<file path="config.mk">
export PLATFORM = sky130hd
export DESIGN_NAME = pl_instruction_prefetch_flat
export DESIGN_NICKNAME = d
export VERILOG_FILES = /design/src/rtl/pl_instruction_prefetch_if.sv /design/src/rtl/pl_instruction_prefetch.sv /design/src/flat_wrapper.sv
export SDC_FILE = /design/constraint.sdc
export NUM_CORES = 1
export LEC_CHECK = 0
export ABC_AREA = 1
export CAP_MARGIN = 20
export CORE_MARGIN = 3
export CORE_UTILIZATION = 45
export CTS_CLUSTER_DIAMETER = 60
export DETAILED_ROUTE_END_ITERATION = 10
export PLACE_DENSITY = 0.72
export SYNTH_ARGS = -nofsm -noshare
export SYNTH_HDL_FRONTEND = slang
export SYNTH_SLANG_ARGS = --single-unit
</file>
<file path="constraint.sdc">
create_clock -name clk -period 4.1 [get_ports clk]
set_input_delay 0.82 -clock clk [delete_from_list [all_inputs] [get_ports clk]]
set_output_delay 0.82 -clock clk [all_outputs]
set_load 0.005 [all_outputs]
</file>
<file path="src/rtl/pl_instruction_prefetch_if.sv">
// pl_instruction_prefetch_if
// Groups the signals between the fetch stage, the decode stage and the
// instruction ROM.
//
// Handshake semantics (applies to if_valid/if_ready): an instruction transfers
// on a rising edge where if_valid & if_ready are both high. Once if_valid is
// high, pc, pc_next and instruction hold until the transfer happens, unless a
// redirect squashes the queue. if_valid does not depend on if_ready. The ROM
// side has no backpressure: every cycle with rom_req high is an accepted
// request, and every cycle with rom_rvalid high carries one response, in
// request order.
//
// Signals:
//   en, redirect, redirect_pc       : control from the program-counter logic
//   if_valid, if_ready, pc, pc_next,
//   instruction                     : head of the queue toward decode
//   rom_req, rom_addr               : fetch requests to the ROM
//   rom_rvalid, rom_rdata           : in-order ROM responses
// Modports: master = the prefetch stage, slave = its environment.
interface pl_instruction_prefetch_if #(
  parameter int ADDR_WIDTH = 32
);
  logic                  en;
  logic                  redirect;
  logic [ADDR_WIDTH-1:0] redirect_pc;
  logic                  if_valid;
  logic                  if_ready;
  logic [ADDR_WIDTH-1:0] pc;
  logic [ADDR_WIDTH-1:0] pc_next;
  logic [31:0]           instruction;
  logic                  rom_req;
  logic [ADDR_WIDTH-1:0] rom_addr;
  logic                  rom_rvalid;
  logic [31:0]           rom_rdata;

  modport master (
    input  en, redirect, redirect_pc, if_ready, rom_rvalid, rom_rdata,
    output if_valid, pc, pc_next, instruction, rom_req, rom_addr
  );

  modport slave (
    output en, redirect, redirect_pc, if_ready, rom_rvalid, rom_rdata,
    input  if_valid, pc, pc_next, instruction, rom_req, rom_addr
  );
endinterface

</file>
<file path="src/rtl/pl_instruction_prefetch.sv">
// pl_instruction_prefetch
// Instruction-fetch stage with a DEPTH-entry prefetch queue. Issues sequential
// word fetches to an in-order, variable-latency ROM, buffers the returned
// words and presents them to decode over a valid/ready handshake. A one-cycle
// redirect empties the queue, reloads the fetch PC and arranges for all
// responses still owed by the ROM to be dropped.
//
// Ports:
//   clk : clock, rising edge
//   rst : asynchronous, active-high reset
//   bus : pl_instruction_prefetch_if master modport (control, decode side,
//         ROM side)
// Parameters:
//   ADDR_WIDTH : PC / ROM address width
//   DEPTH      : queue entries (power of two, >= 2); also the cap on
//                queued + in-flight fetches
//   RESET_PC   : fetch address after reset (word aligned)
module pl_instruction_prefetch #(
  parameter int                    ADDR_WIDTH = 32,
  parameter int                    DEPTH      = 4,
  parameter logic [ADDR_WIDTH-1:0] RESET_PC   = '0
) (
  input logic                       clk,
  input logic                       rst,
  pl_instruction_prefetch_if.master bus
);

  localparam int          PW  = $clog2(DEPTH);
  localparam int          CW  = PW + 1;
  localparam logic [31:0] NOP = 32'h0000_0013;

  logic [ADDR_WIDTH-1:0] fetch_pc;
  logic [ADDR_WIDTH-1:0] head_pc;
  logic [31:0]           mem [DEPTH];
  logic [PW-1:0]         rd_ptr;
  logic [PW-1:0]         wr_ptr;
  logic [CW-1:0]         count;
  logic [CW-1:0]         inflight;
  logic [CW-1:0]         discard;

  logic                  issue;
  logic                  push;
  logic                  drop;
  logic                  pop;
  logic                  if_valid_i;
  logic [CW:0]           credit_used;
  logic [CW:0]           stale_total;
  logic [CW:0]           discard_next;
  logic [ADDR_WIDTH-1:0] redirect_target;

  // Every queued word plus every live outstanding fetch holds one credit, so
  // a response can always be written without checking for a full queue.
  assign credit_used = {1'b0, count} + {1'b0, inflight};
  assign issue       = bus.en & ~bus.redirect & (credit_used < (CW+1)'(DEPTH));

  // Stale responses are consumed before any live one: the ROM answers in
  // order, so everything issued before the last redirect returns first.
  assign drop        = bus.rom_rvalid & (discard != '0);
  assign push        = bus.rom_rvalid & (discard == '0) & (inflight != '0);

  assign if_valid_i  = (count != '0) & ~bus.redirect;
  assign pop         = if_valid_i & bus.if_ready;

  assign redirect_target = {bus.redirect_pc[ADDR_WIDTH-1:2], 2'b00};

  // On redirect all live in-flight fetches become stale. A response arriving
  // in the redirect cycle itself is dropped right away, so it is not counted.
  // The guard keeps a spurious response with nothing owed from wrapping.
  assign stale_total  = {1'b0, discard} + {1'b0, inflight};
  assign discard_next = stale_total -
                        (CW+1)'(bus.rom_rvalid && (stale_total != '0));

  always_ff @(posedge clk or posedge rst) begin
    if (rst) begin
      fetch_pc <= RESET_PC;
      head_pc  <= RESET_PC;
      rd_ptr   <= '0;
      wr_ptr   <= '0;
      count    <= '0;
      inflight <= '0;
      discard  <= '0;
    end else if (bus.redirect) begin
      fetch_pc <= redirect_target;
      head_pc  <= redirect_target;
      rd_ptr   <= '0;
      wr_ptr   <= '0;
      count    <= '0;
      inflight <= '0;
      discard  <= discard_next[CW-1:0];
    end else begin
      if (issue) fetch_pc <= fetch_pc + ADDR_WIDTH'(4);
      if (push)  wr_ptr   <= wr_ptr + PW'(1);
      if (pop) begin
        rd_ptr  <= rd_ptr + PW'(1);
        head_pc <= head_pc + ADDR_WIDTH'(4);
      end
      count    <= count + CW'(push) - CW'(pop);
      inflight <= inflight + CW'(issue) - CW'(push);
      discard  <= discard - CW'(drop);
    end
  end

  // Queue storage carries no reset; count alone decides what is valid.
  always_ff @(posedge clk) begin
    if (push && !bus.redirect) mem[wr_ptr] <= bus.rom_rdata;
  end

  assign bus.if_valid    = if_valid_i;
  assign bus.pc          = head_pc;
  assign bus.pc_next     = head_pc + ADDR_WIDTH'(4);
  assign bus.instruction = if_valid_i ? mem[rd_ptr] : NOP;
  assign bus.rom_req     = issue;
  assign bus.rom_addr    = fetch_pc;

endmodule

</file>
<file path="src/flat_wrapper.sv">
// flat-port wrapper written by rule: the top's interface ports become plain ports
module pl_instruction_prefetch_flat 
#(
  parameter int                    ADDR_WIDTH = 32,
  parameter int                    DEPTH      = 4,
  parameter logic [ADDR_WIDTH-1:0] RESET_PC   = '0
)
  (clk, rst, bus_en, bus_redirect, bus_redirect_pc, bus_if_ready, bus_rom_rvalid, bus_rom_rdata, bus_if_valid, bus_pc, bus_pc_next, bus_instruction, bus_rom_req, bus_rom_addr);
  pl_instruction_prefetch_if #(.ADDR_WIDTH(ADDR_WIDTH)) bus_i ();
  input logic clk;
  input logic rst;
  input wire logic [$bits(bus_i.en)-1:0] bus_en;
  input wire logic [$bits(bus_i.redirect)-1:0] bus_redirect;
  input wire logic [$bits(bus_i.redirect_pc)-1:0] bus_redirect_pc;
  input wire logic [$bits(bus_i.if_ready)-1:0] bus_if_ready;
  input wire logic [$bits(bus_i.rom_rvalid)-1:0] bus_rom_rvalid;
  input wire logic [$bits(bus_i.rom_rdata)-1:0] bus_rom_rdata;
  output wire logic [$bits(bus_i.if_valid)-1:0] bus_if_valid;
  output wire logic [$bits(bus_i.pc)-1:0] bus_pc;
  output wire logic [$bits(bus_i.pc_next)-1:0] bus_pc_next;
  output wire logic [$bits(bus_i.instruction)-1:0] bus_instruction;
  output wire logic [$bits(bus_i.rom_req)-1:0] bus_rom_req;
  output wire logic [$bits(bus_i.rom_addr)-1:0] bus_rom_addr;
  assign bus_i.en = bus_en;
  assign bus_i.redirect = bus_redirect;
  assign bus_i.redirect_pc = bus_redirect_pc;
  assign bus_i.if_ready = bus_if_ready;
  assign bus_i.rom_rvalid = bus_rom_rvalid;
  assign bus_i.rom_rdata = bus_rom_rdata;
  assign bus_if_valid = bus_i.if_valid;
  assign bus_pc = bus_i.pc;
  assign bus_pc_next = bus_i.pc_next;
  assign bus_instruction = bus_i.instruction;
  assign bus_rom_req = bus_i.rom_req;
  assign bus_rom_addr = bus_i.rom_addr;
  pl_instruction_prefetch #(.ADDR_WIDTH(ADDR_WIDTH), .DEPTH(DEPTH), .RESET_PC(RESET_PC)) u_core (.clk(clk), .rst(rst), .bus(bus_i));
endmodule
</file>
==> key figures <==
Global routing
  • Initial antenna violation count: 0
  • Vias in the first global route: 8085
  • Largest net degree at the start of global routing: 70
  • First-pass GRT wire length: 43650 um
  • Total GRT Usage: 0.2218
  • Grt total ovfl: 0

Critical path
  • Crit end category: output pin
  • Setup Crit Path Kind: reg -> out
  • Max Fanout on Critical Path: 22
  • Crit path required time: 3.28 ns
  • CP Data Arrival Time: 2.82 ns
  • Crit path launch type: register

Floorplan
  • Die area: 24720 um2
  • Row cnt: 54
  • Initial Utilization: 0.4644
  • # IOs: 200
  • Core area: 22160 um2
  • Die X: 157.2 um
  • Die height: 157.2 um

Power and ir drop
  • Switching portion of total power: 0.3293
  • Pwr dens: 524.0 nW/um2
  • P_sw: 2.283 mW
  • Final Power: 6.934 mW
  • Comb pwr share: 0.327
  • Clock share of power: 0.285
  • Pint: 4.650 mW
  • Seq pwr share: 0.388
  • VDD IR max: 0.2953 mV
  • Leak: 5.364 nW

Cells and area
  • Finished Layout Cells: 1635
  • Commonest non-fill, non-tap cells in the layout: 254 x nand2_1, 222 x nor2_1, 190 x clkdlybuf4s50_1, 128 x edfxtp_1, 87 x inv_1
  • P&R area growth vs syn: 28.56%
  • FF/Latch Area: 5672 um2
  • Share of layout cells above drive strength 1: 0.06863
  • Final instance area: 13230 um2
  • N_diodes: 0
  • Multi-input gate area: 4053 um2
  • Filler cell count: 1892
  • Fin nets: 1431
  • Most common library cell in the layout ignoring fill and taps: nand2_1

Route
  • Wirelength, routed: 27620 um
  • Vias/cell: 5.172
  • Initial DRT Pass Iterations: 5
  • Wire per inst: 16.89 um
  • DR iter-0 viols: 657
  • Routed vias: 8456
  • Drt drc: 0
  • Final ANT Viol Nets: 0

Placement
  • Placed Area: 12500 um2
  • Placed insts: 1595
  • Buffers on Ports: 191
  • Routability congestion estimate: 0.9151
  • Hpwl dp: 19240 um

Synth
  • Synth Flop Type: edfxtp_1
  • Synth Register Bits: 201
  • Netlist cell types: 37
  • YS warnings: 0
  • Post-synth EDFFs: 128
  • Asr flop ratio synth: 0.3632
  • Synth top area share: 0.3735
  • Synth area leader: edfxtp_1
  • Seq/Total Area, Yosys: 0.5509
  • Synth area leaders: edfxtp_1 37%, dfrtp_1 18%, nand2_1 9.3%
  • Synth Instances: 1156
  • Synthesized cell area: 10290 um2
  • Post-synthesis area per instance: 8.903 um2

Clock network
  • Post-CTS Setup Repair Bufs: 0
  • CTS Buffer Depth: 3
  • Clock Sinks: 201
  • Worst skew pair latency: 0.51 ns
  • CTS tree: built
  • Depth of the CTS H-tree: 1
  • Post-CTS sizing: 0
  • Clock transition at the registers of the reported paths: 0.06 ns
  • Total CTS buffers: 22
  • Post-CTS Hold Fix Bufs: 0
  • CTS Root Cell: clkbuf_16

Run
  • Max-cap viol count: 0

Timing
  • Min Tclk post-route: 3.640 ns
  • Final Hold Vio Count: 0
  • Worst rel slew slack: 0.4070
  • Period utilization: 0.8877
  • Hold Worst Slack: 0.5900 ns
  • Worst-margin pin slew: 0.8885 ns
  • Setup Skew: 0.01408 ns
  • TNS Setup: 0 ns
  • Final Max Tran Viols: 0
  • Max Fclk: 0.2747 GHz
  • RSZ-0062 raised after global routing: false
  • Final setup fails: 0

Worst hold path
  • Hold Crit Class: reg -> reg

Run status
  • Status: finished clean
cells in the mapped netlist, drive strengths merged, types with 3 or more instances:
cell type,count
nor2,246
buf,36
fa,3
o21ai,82
nand3b,10
inv,91
clkbuf,16
a31oi,10
xnor2,5
nand3,39
a21oi,81
nor3,5
nand4,4
edfxtp,128
xor2,27
o311ai,3
nand2,260
dfrtp,73
ha,19
o211ai,10
power groups by stage:
stage | sequential, mW | combinational [mW] | clock (mW)
3_3_place_gp | 2.72 | 2.24 | 0
3_5_place_dp | 2.72 | 2.27 | 0
6_report | 2.69 | 2.27 | 1.97
5_1_grt | 2.73 | 2.54 | 2.10
2_1_floorplan | 2.65 | 1.20 | 0
4_1_cts | 2.69 | 2.29 | 2.01
final timing paths:
check / start / end / slack, ns / cells past startpoint
worst min register to register: u_core.bus.rom_addr[31] / u_core.bus.rom_addr[31] / 0.59 / 4
min in group asynchronous: rst / u_core.bus.pc[24] / 0.76 / 2
worst min-delay path: u_core.bus.rom_addr[31] / u_core.bus.rom_addr[31] / 0.59 / 4
worst max register to register: u_core.inflight[1] / u_core.inflight[2] / 1.32 / 12
worst max-delay path: u_core.count[1] / bus_instruction[5] / 0.46 / 6
max in group asynchronous: rst / u_core.rd_ptr[0] / 2.63 / 3
cell families after synthesis:
kind of cell	share of synthesized area
mux	0.001945
simple gates	0.2311
buf+inv	0.05811
other cells	0.0003643
compound gates	0.09555
fa+ha+maj	0.02893
xor+xnor	0.03307
flops	0.5509
registers in the layout, indices dropped and copies added (netlist names):
register and cells:
u_core.wr_ptr 2, u_core.discard 3, u_core.mem 128, u_core.bus.rom_addr 30, u_core.count 3, u_core.rd_ptr 2
u_core.bus.pc 30, u_core.inflight 3
cell type report:
| type | count | share of cell area |
|---|---|---|
| Clock buffer | 28 | 0.04643 |
| Clock inverter | 12 | 0.008700 |
| Tap cell | 280 | 0.02648 |
| Sequential cell | 201 | 0.4287 |
| Inverter | 92 | 0.02610 |
| Timing Repair Buffer | 206 | 0.1574 |
| Multi-Input combinational cell | 816 | 0.3063 |
critical path: stages (launching register included):
cell and delay, ns:
dfrtp_1 0.43, nor2_1 0.08, a21oi_2 0.32, inv_1 0.48
buf_4 0.34, a21oi_1 0.13, clkdlybuf4s50_1 0.52
stage by stage:
stage	utilization	setup slack [ns]
floorplan	-	0.9705
global placement	0.5641	0.6383
detailed placement	0.5641	0.5864
CTS	0.5971	0.4301
global route	0.5971	0.2887
finish	0.5971	0.4603
layer usage:
layer | up-vias | wire [um] | share of wire | global-route usage
li1 | 4150 | - | - | -
met3 | 39 | 1632 | 0.059 | 0.04152
met4 | 0 | 593 | 0.021 | 0.05248
met5 | - | 0 | 0 | 0
met2 | 262 | 12980 | 0.47 | 0.3594
met1 | 4005 | 12420 | 0.45 | 0.3123
(Power assumes the default switching activity.)
